File: config.mk
export PLATFORM = sky130hd
export DESIGN_NAME = uart_rx_ctrl
export DESIGN_NICKNAME = d
export VERILOG_FILES = /design/src/rtl/uart_rx_ctrl.sv
export SDC_FILE = /design/constraint.sdc
export NUM_CORES = 1
export LEC_CHECK = 0
export ABC_AREA = 1
export CAP_MARGIN = 10
export CORE_MARGIN = 2
export CORE_UTILIZATION = 30
export CTS_CLUSTER_DIAMETER = 150
export DETAILED_ROUTE_END_ITERATION = 8
export GPL_TIMING_DRIVEN = 1
export SLEW_MARGIN = 5
export SYNTH_ARGS = -nofsm -noshare
export SYNTH_HDL_FRONTEND = slang
export SYNTH_SLANG_ARGS = --single-unit
File: constraint.sdc
create_clock -name clk -period 3.34 [get_ports clk]
set_input_delay 0.668 -clock clk [delete_from_list [all_inputs] [get_ports clk]]
set_output_delay 0.668 -clock clk [all_outputs]
set_load 0.05 [all_outputs]
File: src/rtl/uart_rx_ctrl.sv
// UART receive controller: captures one byte per rx_end pulse into a small FIFO
// and exposes DATA / CTRL-STATUS registers plus a level interrupt to the CPU.
module uart_rx_ctrl #(
    parameter int DEPTH = 4
) (
    input  logic       clk,
    input  logic       rst_n,
    input  logic [7:0] rx_data,
    input  logic       rx_end,
    output logic       rx_en,
    input  logic       cs,
    input  logic       we,
    input  logic       addr,
    input  logic [7:0] wdata,
    output logic [7:0] rdata,
    output logic       irq
);
    localparam int AW = (DEPTH > 1) ? $clog2(DEPTH) : 1;
    localparam int CW = $clog2(DEPTH + 1);

    typedef enum logic [1:0] {IDLE, ARMED, PUSH, DRAIN} state_t;

    state_t         state_reg, state_next;
    logic           enable_reg, enable_next;
    logic           irq_en_reg, irq_en_next;
    logic           overrun_reg, overrun_next;
    logic           rx_end_prev_reg;
    logic           rx_en_reg;
    logic           irq_reg, irq_next;
    logic [7:0]     rdata_reg;
    logic [AW-1:0]  head_reg, head_next;
    logic [AW-1:0]  tail_reg, tail_next;
    logic [CW-1:0]  count_reg, count_next;
    logic [7:0]     mem [DEPTH];

    logic ctrl_wr, data_rd, stat_rd;
    logic empty, full, push, pop, push_ok, ovr_set;

    assign ctrl_wr = cs & we & addr;
    assign data_rd = cs & ~we & ~addr;
    assign stat_rd = cs & ~we & addr;

    assign empty   = (count_reg == '0);
    assign full    = (count_reg == CW'(DEPTH));
    // A push whose enable was just cleared is discarded.
    assign push    = (state_reg == PUSH) & enable_reg;
    assign pop     = data_rd & ~empty;
    assign push_ok = push & (~full | pop);
    assign ovr_set = push & full & ~pop;

    always_comb begin
        enable_next  = ctrl_wr ? wdata[0] : enable_reg;
        irq_en_next  = ctrl_wr ? wdata[1] : irq_en_reg;
        overrun_next = ovr_set | (overrun_reg & ~(ctrl_wr & wdata[7]));
        head_next    = pop ? head_reg + AW'(1) : head_reg;
        tail_next    = push_ok ? tail_reg + AW'(1) : tail_reg;
        count_next   = count_reg;
        if (push_ok && !pop)
            count_next = count_reg + CW'(1);
        else if (pop && !push_ok)
            count_next = count_reg - CW'(1);
        irq_next     = irq_en_next & ((count_next != '0) | overrun_next);
    end

    always_comb begin
        state_next = state_reg;
        if (!enable_reg) begin
            state_next = IDLE;
        end else begin
            case (state_reg)
                IDLE:    state_next = ARMED;
                ARMED:   if (rx_end && !rx_end_prev_reg) state_next = PUSH;
                PUSH:    state_next = DRAIN;
                DRAIN:   if (!rx_end) state_next = ARMED;
                default: state_next = IDLE;
            endcase
        end
    end

    always_ff @(posedge clk or negedge rst_n) begin
        if (!rst_n) begin
            state_reg       <= IDLE;
            enable_reg      <= 1'b0;
            irq_en_reg      <= 1'b0;
            overrun_reg     <= 1'b0;
            rx_end_prev_reg <= 1'b0;
            rx_en_reg       <= 1'b0;
            irq_reg         <= 1'b0;
            rdata_reg       <= 8'h00;
            head_reg        <= '0;
            tail_reg        <= '0;
            count_reg       <= '0;
        end else begin
            state_reg       <= state_next;
            enable_reg      <= enable_next;
            irq_en_reg      <= irq_en_next;
            overrun_reg     <= overrun_next;
            rx_end_prev_reg <= rx_end;
            rx_en_reg       <= enable_next;
            irq_reg         <= irq_next;
            head_reg        <= head_next;
            tail_reg        <= tail_next;
            count_reg       <= count_next;
            if (data_rd)
                rdata_reg <= empty ? 8'h00 : mem[head_reg];
            else if (stat_rd)
                rdata_reg <= {overrun_reg, 2'b00, 5'(count_reg)};
        end
    end

    // Storage carries no reset so it maps onto RAM; validity comes from count.
    always_ff @(posedge clk) begin
        if (push_ok)
            mem[tail_reg] <= rx_data;
    end

    assign rx_en = rx_en_reg;
    assign irq   = irq_reg;
    assign rdata = rdata_reg;
endmodule

==> reports/results.tsv <==
stage	metric	value	unit
setup_path	Worst EP required	2670	ps
layout	nets	273	
logic_synthesis	sequential fraction of the synthesis area	62.5	%
routing	routed vias/inst	4.57	
layout	max reg flops	32	
timing	setup violators final	0	
logic_synthesis	Yosys top cell by area	edfxtp_1	
routing	Remaining DRCs	0	
layout	# fillers	788	
global_routing	gr usage total	11.7	%
setup_path	Crit Path Max Fanout	5	
logic_synthesis	syn_area_per_cell	11.6	um2
timing	final worst setup slack	1130	ps
setup_path	CP arrival	1550	ps
global_routing	first-pass GRT wire length	7920	um
placement	dpl hpwl	3300	um
logic_synthesis	Mapped Nets	241	
routing	drt total wl	4790	um
die	die height	93.8	um
timing	clk_skew	10.8	ps
placement	Post-Place Setup Slack	934	ps
placement	Final GP Congestion	0.747	
timing	FMAX	452	MHz
logic_synthesis	EDFF count, synth	32	
logic_synthesis	distinct cell type count after synthesis	29	
pwr	Leak Pwr	0.00116	uW
placement	I/O Buffers	26	
routing	DR WL met3	224	um
logic_synthesis	Synth async-reset ratio	40.7	%
routing	Metal-1 WL	2300	um
die	Initial Util	31.2	%
setup_path	slowest stage delay, CP	820	ps
routing	met2 wire len	2230	um
cts	# resized after CTS	0	
pwr	VDD IR max	0.219	mV
setup_path	r2r setup slk	1580	ps
routing	via count	1562	
timing	Worst Tran Pin Value	983	ps
layout	Final Util	37.2	%
setup_path	crit-path cells	clkdlybuf4s50_1	
setup_path	crit-path leading delay family	buffers and inverters	
logic_synthesis	Yosys top cell area share	39.7	%
timing	relative slew slack	34.3	%
timing	post-layout min period	2210	ps
cts	Reg clk slew, reported paths	100	ps
die	Die ar.	8800	um2
cts	Num Clock Sinks	54	
die	Std-Cell Rows	32	
logic_synthesis	Synth area leaders	edfxtp_1 40%, dfrtp_1 23%, ha_1 5.7%	
setup_path	CP Capture Type	output port	
cts	root buffer cell	clkbuf_8	
cts	total CTS buffers	5	
timing	final total negative setup slack	0	ps
hold_path	HP Class	reg -> reg	
logic_synthesis	Yosys warnings	0	
setup_path	slowest cell on the critical path	clkdlybuf4s50_1	
job	Max-Cap Viols	0	
cts	Hold-fix buffers, CTS	0	
die	core footprint	7770	um2
global_routing	initial antenna violation count	0	
routing	WL per Instance	14.0	um
timing	unrepaired setup endpoints after global routing	false	
logic_synthesis	top_reg_cell synth	edfxtp_1	
timing	final number of max-transition violations	0	
die	I/O pins	32	
cts	CTS H-Tree Depth	2	
global_routing	gr ovfl total	0	
timing	Final Cycle Share	66.3	%
layout	share of layout cells above drive strength 1	12.1	%
logic_synthesis	Gate Count Post-Synth	208	
status	status	completed	
cts	TritonCTS clock tree	done	
timing	Hold Fails Final Rpt	0	
logic_synthesis	#FFs+latches synth	54	
routing	drt first pass iters	4	
routing	post-route antenna net violation count	0	
timing	worst hold slack	498	ps
cts	worst skew pair latency	310	ps
setup_path	Startpoint Class	flop	
pwr	PwrDens	759	nW/um2
layout	Layout area overhead	19.4	%
setup_path	Setup CP Type	reg -> out	
logic_synthesis	cell area after synthesis	2420	um2
routing	Max Used Layer	met4	
cts	setup bufs post-CTS	0	
layout	antenna cell count	0	
global_routing	largest net degree at the start of global routing	23	
routing	DR iter-0 viols	81	
die	Die X	93.8	um
cts	CTS max path bufs	2	
setup_path	CP bufs+invs	1	
global_routing	vias in the first global route	1569	
[final timing paths]
kind,from,endpoint,cells past startpoint
worst max-delay path,rx_en,rx_en,1
max in group asynchronous,rst_n,tail_reg[1],1
worst min register to register,rdata[0],rdata[0],2
worst min-delay path,rdata[0],rdata[0],2
worst max register to register,state_reg[0],mem[0][7],7
min in group asynchronous,rst_n,count_reg[1],1
[synth_stat cells, types with 3 or more instances]
cell,n
ha_1,11
a21oi_1,4
xor2_1,5
nor2_1,22
edfxtp_1,32
nand2_2,3
dfrtp_1,22
nand3_2,4
nand2_1,21
a22o_1,4
o22ai_1,8
o21ai_0,24
a22oi_1,4
nand3_1,6
inv_1,20
[per-layer routing]
layer	vias up	GRT usage (%)
met5	-	0
met4	0	2.90
met3	4	3.13
met2	38	18.4
met1	746	16.1
li1	774	-
[metrics by stage]
step	power (uW)	instances	cell area, um2
finish	2190	342	2890
global route	2350	342	2890
CTS	2220	342	2890
detailed placement	1860	335	2810
global placement	1830	335	2810
floorplan	1590	208	2420
[power by group]
part / internal [uW] / total, uW / switching, uW
Combinational: 318 / 879 / 561
Clock: 144 / 352 / 209
Sequential: 831 / 962 / 131
[cell families after synthesis]
kind of cell | count (synthesis) | synth area share, %
and+or+nand+nor | 63 | 13.4
xor gates and xnor gates | 5 | 1.81
buffers and inverters | 29 | 5.27
DFF | 54 | 62.5
adders and majority gates | 11 | 5.69
AOI/OAI and AO/OA | 45 | 10.9
muxes | 1 | 0.465
[layout make-up]
class,instances,area [um2],area share (%)
Clock buffer,5,68.8,2.38
Clock inverter,2,15.0,0.520
Inverter,24,95.1,3.29
Multi-Input combinational cell,125,781,27.0
Sequential cell,54,1510,52.3
Tap cell,102,128,4.42
Timing Repair Buffer,30,290,10.0
[cells in the final DEF (no fill, tap or decap), types with 2 or more instances in the layout]
master and instances:
a21oi_1 4, a22o_1 4, a22oi_1 4, buf_4 4
clkbuf_8 5, clkdlybuf4s50_1 26, clkinvlp_4 2, dfrtp_1 22
edfxtp_1 32, ha_1 11, inv_1 20, inv_2 2
inv_4 2, nand2_1 21, nand2_2 3, nand3_1 6
nand3_2 4, nor2_1 22, nor2_2 2, o21ai_0 24
o22ai_1 8, xor2_1 5
[tightest hold or removal path, cell delays in order, from the launching register on]
cell and delay, ps:
dfrtp_1 360, nand2_1 50, o21ai_0 60
No activity file was read; power rests on OpenSTA's default activity.
